==> src/rtl/nfc_op_arbiter.sv <==
// Round-robin arbiter/sequencer sharing one NAND flash controller start/done port
// among NREQ requesters, with a done watchdog and per-requester completion pulses.
module nfc_op_arbiter #(
   parameter int NREQ      = 4,
   parameter int CMD_WIDTH = 3,
   parameter int ROW_W     = 16,
   parameter int TIMEOUT   = 65535
) (
   input  logic                      clk_i,
   input  logic                      rst_ni,
   input  logic [NREQ-1:0]           req_i,
   input  logic [NREQ*CMD_WIDTH-1:0] req_cmd_i,
   input  logic [NREQ*ROW_W-1:0]     req_addr_i,
   output logic [NREQ-1:0]           gnt_o,
   output logic [NREQ-1:0]           done_o,
   output logic [2:0]                err_o,
   output logic                      timeout_o,
   output logic                      busy_o,
   output logic                      nfc_strt_o,
   output logic [CMD_WIDTH-1:0]      nfc_cmd_o,
   output logic [ROW_W-1:0]          page_address_o,
   input  logic                      nfc_done_i,
   input  logic                      perr_i,
   input  logic                      eerr_i,
   input  logic                      rerr_i
);

   localparam int PTR_W = $clog2(NREQ);
   localparam int CNT_W = $clog2(TIMEOUT + 1);
   localparam logic [CNT_W-1:0] CNT_LAST = CNT_W'(TIMEOUT - 1);

   typedef enum logic [1:0] {
      ST_IDLE,
      ST_START,
      ST_WAIT,
      ST_RELEASE
   } state_t;

   state_t               state_reg;
   logic [PTR_W-1:0]     ptr_reg;
   logic [PTR_W-1:0]     win_reg;
   logic [PTR_W-1:0]     win_next;
   logic [CNT_W-1:0]     cnt_reg;
   logic [NREQ-1:0]      gnt_reg;
   logic [NREQ-1:0]      done_reg;
   logic [2:0]           err_reg;
   logic                 timeout_reg;
   logic                 strt_reg;
   logic [CMD_WIDTH-1:0] cmd_reg;
   logic [ROW_W-1:0]     addr_reg;
   logic                 any_req;
   logic [PTR_W:0]       sum;

   logic [CMD_WIDTH-1:0] cmd_arr  [NREQ];
   logic [ROW_W-1:0]     addr_arr [NREQ];

   generate
      for (genvar gi = 0; gi < NREQ; gi++) begin : g_unpack
         assign cmd_arr[gi]  = req_cmd_i[gi*CMD_WIDTH +: CMD_WIDTH];
         assign addr_arr[gi] = req_addr_i[gi*ROW_W +: ROW_W];
      end
   endgenerate

   // Walk offsets from high to low so the requester nearest ptr wins last.
   always_comb begin
      any_req  = |req_i;
      win_next = ptr_reg;
      sum      = '0;
      for (int k = NREQ - 1; k >= 0; k--) begin
         sum = {1'b0, ptr_reg} + (PTR_W+1)'(k);
         if (sum >= (PTR_W+1)'(NREQ))
            sum = sum - (PTR_W+1)'(NREQ);
         if (req_i[sum[PTR_W-1:0]])
            win_next = sum[PTR_W-1:0];
      end
   end

   always_ff @(posedge clk_i or negedge rst_ni) begin
      if (!rst_ni) begin
         state_reg   <= ST_IDLE;
         ptr_reg     <= '0;
         win_reg     <= '0;
         cnt_reg     <= '0;
         gnt_reg     <= '0;
         done_reg    <= '0;
         err_reg     <= '0;
         timeout_reg <= 1'b0;
         strt_reg    <= 1'b0;
         cmd_reg     <= '1;
         addr_reg    <= '0;
      end else begin
         strt_reg    <= 1'b0;
         done_reg    <= '0;
         timeout_reg <= 1'b0;
         case (state_reg)
            ST_IDLE: begin
               if (any_req) begin
                  win_reg   <= win_next;
                  gnt_reg   <= NREQ'(1) << win_next;
                  cmd_reg   <= cmd_arr[win_next];
                  addr_reg  <= addr_arr[win_next];
                  strt_reg  <= 1'b1;
                  state_reg <= ST_START;
               end
            end
            ST_START: begin
               cnt_reg   <= '0;
               state_reg <= ST_WAIT;
            end
            ST_WAIT: begin
               // A done on the last watchdog count still counts as a normal completion.
               if (nfc_done_i) begin
                  err_reg   <= {perr_i, eerr_i, rerr_i};
                  done_reg  <= gnt_reg;
                  state_reg <= ST_RELEASE;
               end else if (cnt_reg == CNT_LAST) begin
                  err_reg     <= '0;
                  done_reg    <= gnt_reg;
                  timeout_reg <= 1'b1;
                  state_reg   <= ST_RELEASE;
               end else begin
                  cnt_reg <= cnt_reg + CNT_W'(1);
               end
            end
            ST_RELEASE: begin
               gnt_reg   <= '0;
               ptr_reg   <= (win_reg == PTR_W'(NREQ - 1)) ? '0 : win_reg + PTR_W'(1);
               state_reg <= ST_IDLE;
            end
            default: state_reg <= ST_IDLE;
         endcase
      end
   end

   assign gnt_o          = gnt_reg;
   assign done_o         = done_reg;
   assign err_o          = err_reg;
   assign timeout_o      = timeout_reg;
   assign busy_o         = (state_reg != ST_IDLE);
   assign nfc_strt_o     = strt_reg;
   assign nfc_cmd_o      = cmd_reg;
   assign page_address_o = addr_reg;

endmodule
==> config.mk <==
export PLATFORM = sky130hd
export DESIGN_NAME = nfc_op_arbiter
export DESIGN_NICKNAME = d
export VERILOG_FILES = /design/src/rtl/nfc_op_arbiter.sv
export SDC_FILE = /design/constraint.sdc
export NUM_CORES = 1
export LEC_CHECK = 0
export ABC_AREA = 1
export BUFFER_PORTS_ARGS = -buffer_cell sky130_fd_sc_hd__buf_2
export CAP_MARGIN = 20
export CORE_ASPECT_RATIO = 1.25
export CORE_MARGIN = 4
export CORE_UTILIZATION = 48
export CTS_CLUSTER_SIZE = 16
export DETAILED_ROUTE_END_ITERATION = 10
export PLACE_DENSITY_LB_ADDON = 0.2
export REMOVE_ABC_BUFFERS = 1
export SKIP_LAST_GASP = 1
export SYNTH_ARGS = -nofsm -noshare
export SYNTH_HDL_FRONTEND = slang
export SYNTH_SLANG_ARGS = --single-unit
export TNS_END_PERCENT = 100
==> constraint.sdc <==
create_clock -name clk_i -period 2.7 [get_ports clk_i]
set_input_delay 0.54 -clock clk_i [delete_from_list [all_inputs] [get_ports clk_i]]
set_output_delay 0.54 -clock clk_i [all_outputs]
set_load 0.03 [all_outputs]
==> flow_summary.html <==
<table>
<tr><th>Metric</th><th>Value</th></tr>
<tr><th colspan="2">Detailed routing</th></tr>
<tr><td>First DRT Iteration DRCs</td><td>approximately 110</td></tr>
<tr><td>Average routed wire per standard cell</td><td>between 10 and 15 um</td></tr>
<tr><td>Detailed-route via count</td><td>roughly 3.6k</td></tr>
<tr><td>Drt pass-1 iters</td><td>4</td></tr>
<tr><td>Post-route DRC violation count</td><td>0</td></tr>
<tr><td>Number of nets with antenna violations after routing</td><td>0</td></tr>
<tr><td>Average via count per standard cell</td><td>4.82</td></tr>
<tr><td>Wire length reported by the detailed router</td><td>roughly 9100 um</td></tr>
<tr><th colspan="2">Outcome</th></tr>
<tr><td>Status</td><td>completed</td></tr>
<tr><th colspan="2">Clocking</th></tr>
<tr><td>CTS buffer count</td><td>5</td></tr>
<tr><td>CTS tree</td><td>yes</td></tr>
<tr><td>Clock Root Buffer</td><td>sky130_fd_sc_hd__clkbuf_8</td></tr>
<tr><td>Number of buffers inserted for hold repair after clock tree synthesis</td><td>0</td></tr>
<tr><td>H-tree lvl count</td><td>2</td></tr>
<tr><td>Register clock-pin slew on the reported worst setup and hold paths</td><td>approximately 0.10 ns</td></tr>
<tr><td>Post-CTS setup buffers</td><td>0</td></tr>
<tr><td>Clk buf depth</td><td>2</td></tr>
<tr><td>Later-pin clock latency in the skew report</td><td>approximately 0.31 ns</td></tr>
<tr><td>Post-cts repair resize count</td><td>0</td></tr>
<tr><td>Number of clock sinks seen by CTS</td><td>54</td></tr>
<tr><th colspan="2">Layout</th></tr>
<tr><td>Flip-flop and latch area</td><td>about 1400 um^2</td></tr>
<tr><td>Post-layout nets</td><td>between 700 and 800</td></tr>
<tr><td>ANT cells</td><td>0</td></tr>
<tr><td>Util after Layout</td><td>58.8%</td></tr>
<tr><td>Area Growth Syn to Fin</td><td>19.8%</td></tr>
<tr><td>Footprint of the multi-input gates</td><td>roughly 1800 um^2</td></tr>
<tr><td>Filler Cells Inserted</td><td>around 750</td></tr>
<tr><td>Most frequent cells in the layout</td><td>sky130_fd_sc_hd__nand2_1, sky130_fd_sc_hd__buf_2, sky130_fd_sc_hd__nand3_1</td></tr>
<tr><td>Fraction of final layout cells sized beyond drive strength 1</td><td>between 20% and 30%</td></tr>
<tr><td>Most common cell after layout, fill and taps aside</td><td>sky130_fd_sc_hd__nand2_1</td></tr>
<tr><th colspan="2">Pwr</th></tr>
<tr><td>Switching Power</td><td>2.75 mW</td></tr>
<tr><td>Leakage power</td><td>2.59 nW</td></tr>
<tr><td>IR drop worst, VDD</td><td>~800 uV</td></tr>
<tr><td>Sw frac</td><td>a little over half</td></tr>
<tr><td>Proportion of power drawn by flip-flops and latches</td><td>25.9%</td></tr>
<tr><td>Part of the power in combinational logic</td><td>between 60% and 70%</td></tr>
<tr><td>Overall power consumption</td><td>5.11 mW</td></tr>
<tr><td>Proportion of power drawn by the clock network</td><td>between 8 and 9%</td></tr>
<tr><td>Power per unit of standard cell area</td><td>1180 nW/um^2</td></tr>
<tr><td>Internal power component</td><td>2.36 mW</td></tr>
<tr><th colspan="2">Floorplan</th></tr>
<tr><td>Core area</td><td>between 7000 and 8000 um^2</td></tr>
<tr><td>Floorplan row count</td><td>35</td></tr>
<tr><td>Y dimension of the die</td><td>105 um</td></tr>
<tr><td>Effective utilization at floorplan</td><td>between 40% and 50%</td></tr>
<tr><td>Die ar.</td><td>between 8000 and 9000 um^2</td></tr>
<tr><td>Die span in x</td><td>about 86 um</td></tr>
<tr><td>Number of ports placed on the die boundary</td><td>roughly 120</td></tr>
<tr><th colspan="2">Synth</th></tr>
<tr><td>Instance count of the mapped netlist</td><td>541</td></tr>
<tr><td>Area of the mapped netlist</td><td>approximately 3600 um^2</td></tr>
<tr><td>Synth area leader</td><td>sky130_fd_sc_hd__dfrtp_1</td></tr>
<tr><td>Area share of the largest cell type after synthesis</td><td>a little over a third</td></tr>
<tr><td>Library cells used by synthesis</td><td>29</td></tr>
<tr><td>Share of the yosys chip area belonging to registers</td><td>between 30% and 40%</td></tr>
<tr><td>Number of flip-flops and latches in the synthesized netlist</td><td>54</td></tr>
<tr><td>Ys Warns</td><td>0</td></tr>
<tr><td>Synth top area cells</td><td>sky130_fd_sc_hd__dfrtp_1, sky130_fd_sc_hd__nand2_1, sky130_fd_sc_hd__nand3_1, sky130_fd_sc_hd__inv_1, sky130_fd_sc_hd__ha_1</td></tr>
<tr><td>Post-Syn Area per Cell</td><td>6.67 um^2</td></tr>
<tr><th colspan="2">Global routing</th></tr>
<tr><td>Initial antenna violation count</td><td>0</td></tr>
<tr><td>Met2 layer usage reported by global route</td><td>38.6%</td></tr>
<tr><td>GRT overflow</td><td>0</td></tr>
<tr><td>Pin count of the biggest net entering global routing</td><td>39</td></tr>
<tr><td>M1 GR Usage</td><td>a little under a quarter</td></tr>
<tr><td>GRT Util Overall</td><td>slightly above 20%</td></tr>
<tr><td>First-pass GRT wire length</td><td>15,300 um</td></tr>
<tr><td>Met3 Track Usage GR</td><td>roughly 3.7%</td></tr>
<tr><td>Global routing's busiest layer</td><td>met2</td></tr>
<tr><td>Via count of the first global-routing pass</td><td>3,508</td></tr>
<tr><th colspan="2">Timing</th></tr>
<tr><td>Final setup viols</td><td>0</td></tr>
<tr><td>Max-slew headroom</td><td>55.2%</td></tr>
<tr><td>Final worst path period need</td><td>approximately 2.2 ns</td></tr>
<tr><td>Achievable Freq</td><td>456 MHz</td></tr>
<tr><td>Fin Clk Skew</td><td>0.0119 ns</td></tr>
<tr><td>Final Hold Viols</td><td>0</td></tr>
<tr><td>Max-slew violation count</td><td>0</td></tr>
<tr><td>Transition time of the tightest slew-check pin</td><td>approximately 0.67 ns</td></tr>
<tr><td>Post-layout worst setup margin</td><td>0.509 ns</td></tr>
<tr><td>Unrepaired setup endpoints after global routing</td><td>no</td></tr>
<tr><td>Fin Setup TNS</td><td>0 ns</td></tr>
<tr><td>Share of the cycle needed by the critical path after routing</td><td>81.2%</td></tr>
<tr><th colspan="2">Worst hold path</th></tr>
<tr><td>Path class of the lowest-slack min-delay path</td><td>in2async</td></tr>
<tr><th colspan="2">Setup path</th></tr>
<tr><td>Startpoint types</td><td>register</td></tr>
<tr><td>CP Max Fanout</td><td>38</td></tr>
<tr><td>Arrival @ worst endpoint</td><td>between 2 and 2.5 ns</td></tr>
<tr><td>Capturing element type of the critical path</td><td>register</td></tr>
<tr><td>Setup Crit Path Kind</td><td>reg2reg</td></tr>
<tr><td>Required @ worst endpoint</td><td>2.95 ns</td></tr>
<tr><th colspan="2">Place</th></tr>
<tr><td>Input/output buffers</td><td>roughly 120</td></tr>
<tr><td>Placed wire-length estimate after detailed placement</td><td>about 7000 um</td></tr>
<tr><td>Routability Congestion</td><td>0.869</td></tr>
<tr><td>Post-place setup slack</td><td>between 0.5 and 0.6 ns</td></tr>
<tr><th colspan="2">Flow run</th></tr>
<tr><td>Max-cap violations</td><td>0</td></tr>
</table>
## path summary, 6_finish.rpt
check / endpoint / start / slack (ns) / depth (start not counted)
max in group asynchronous: nfc_cmd_o[1] / rst_ni / 1.91 / 2
min in group clk_i: err_o[2] / perr_i / 0.46 / 3
hold reg to reg: nfc_cmd_o[0] / nfc_cmd_o[0] / 0.47 / 2
setup / recovery: page_address_o[2] / ptr_reg[0] / 0.51 / 16
setup reg to reg: page_address_o[2] / ptr_reg[0] / 0.51 / 16
hold / removal: cnt_reg[3] / rst_ni / 0.11 / 1
## cell usage after synthesis
master / count
sky130_fd_sc_hd__clkbuf_1: 7
sky130_fd_sc_hd__inv_2: 4
sky130_fd_sc_hd__nor2_1: 23
sky130_fd_sc_hd__buf_4: 3
sky130_fd_sc_hd__nand3_1: 70
sky130_fd_sc_hd__nand4_1: 1
sky130_fd_sc_hd__nand2_4: 1
sky130_fd_sc_hd__inv_1: 63
sky130_fd_sc_hd__a21oi_1: 3
sky130_fd_sc_hd__inv_4: 1
sky130_fd_sc_hd__buf_2: 7
sky130_fd_sc_hd__dfrtp_1: 51
sky130_fd_sc_hd__nor4_1: 3
sky130_fd_sc_hd__o22ai_1: 4
sky130_fd_sc_hd__o21ai_2: 1
sky130_fd_sc_hd__o31ai_1: 1
sky130_fd_sc_hd__o21ai_0: 13
sky130_fd_sc_hd__dfstp_2: 3
sky130_fd_sc_hd__xor2_1: 9
sky130_fd_sc_hd__nand2_2: 4
sky130_fd_sc_hd__a31o_1: 1
sky130_fd_sc_hd__xnor2_1: 3
sky130_fd_sc_hd__ha_1: 8
sky130_fd_sc_hd__nor3_1: 4
sky130_fd_sc_hd__buf_6: 6
sky130_fd_sc_hd__o21ai_1: 1
sky130_fd_sc_hd__nand2_1: 237
sky130_fd_sc_hd__buf_8: 1
sky130_fd_sc_hd__nand3_2: 8
## cell type report
type	instances	share of cell area [%]
multi-input cells	395	42.3
flip-flops and latches	54	31.3
repair buffers	128	15.7
inverters	68	5.96
well taps	92	2.66
clock buffers	6	1.68
clock inverters	2	0.376
## logic make-up after synthesis
logic type / share of synthesized area, %
compound gates: 3.75
buf+inv: 11.8
fa+ha+maj: 2.77
flops: 37.6
simple gates: 41.2
xor+xnor: 2.91
## routing by layer
metal | part of all wire [%] | vias up | routed length [um]
li1 | - | 1883 | -
met1 | 39 | 1581 | 3580
met2 | 53 | 111 | 4790
met3 | 6.2 | 16 | 560
met4 | 1.8 | 0 | 164
met5 | 0 | - | 0
## worst max-delay path, cell delays in order (launching register included)
cell                      delay [ns]
sky130_fd_sc_hd__dfrtp_1        0.54
sky130_fd_sc_hd__inv_4          0.15
sky130_fd_sc_hd__nand2_2        0.06
sky130_fd_sc_hd__nand2_1        0.09
sky130_fd_sc_hd__nand2_1        0.10
sky130_fd_sc_hd__nand2_1        0.10
sky130_fd_sc_hd__inv_2          0.04
sky130_fd_sc_hd__nand2_2        0.08
sky130_fd_sc_hd__nand2_2        0.07
sky130_fd_sc_hd__nand2_4        0.06
sky130_fd_sc_hd__buf_4          0.36
sky130_fd_sc_hd__nand3_1        0.12
sky130_fd_sc_hd__nand2_1        0.09
sky130_fd_sc_hd__nand2_1        0.05
sky130_fd_sc_hd__nand2_1        0.09
sky130_fd_sc_hd__nand2_1        0.05
sky130_fd_sc_hd__nand2_1        0.06
## power by group through the flow
stage | sequential, mW | clock [mW] | combinational (mW)
floorplan | 1.66 | 0 | 2.00
global placement | 1.33 | 0 | 3.31
detailed placement | 1.33 | 0 | 3.37
CTS | 1.33 | 0.474 | 3.37
global route | 1.36 | 0.498 | 3.78
finish | 1.32 | 0.457 | 3.33
## stage by stage
step | hold WS (ns) | instance area [um^2] | cells
floorplan | 0.244 | 3440 | 517
global placement | 0.450 | 4230 | 737
detailed placement | 0.457 | 4230 | 737
CTS | 0.115 | 4320 | 745
global route | 0.117 | 4320 | 745
finish | 0.111 | 4320 | 745
No activity file was read; power rests on OpenSTA's default activity.
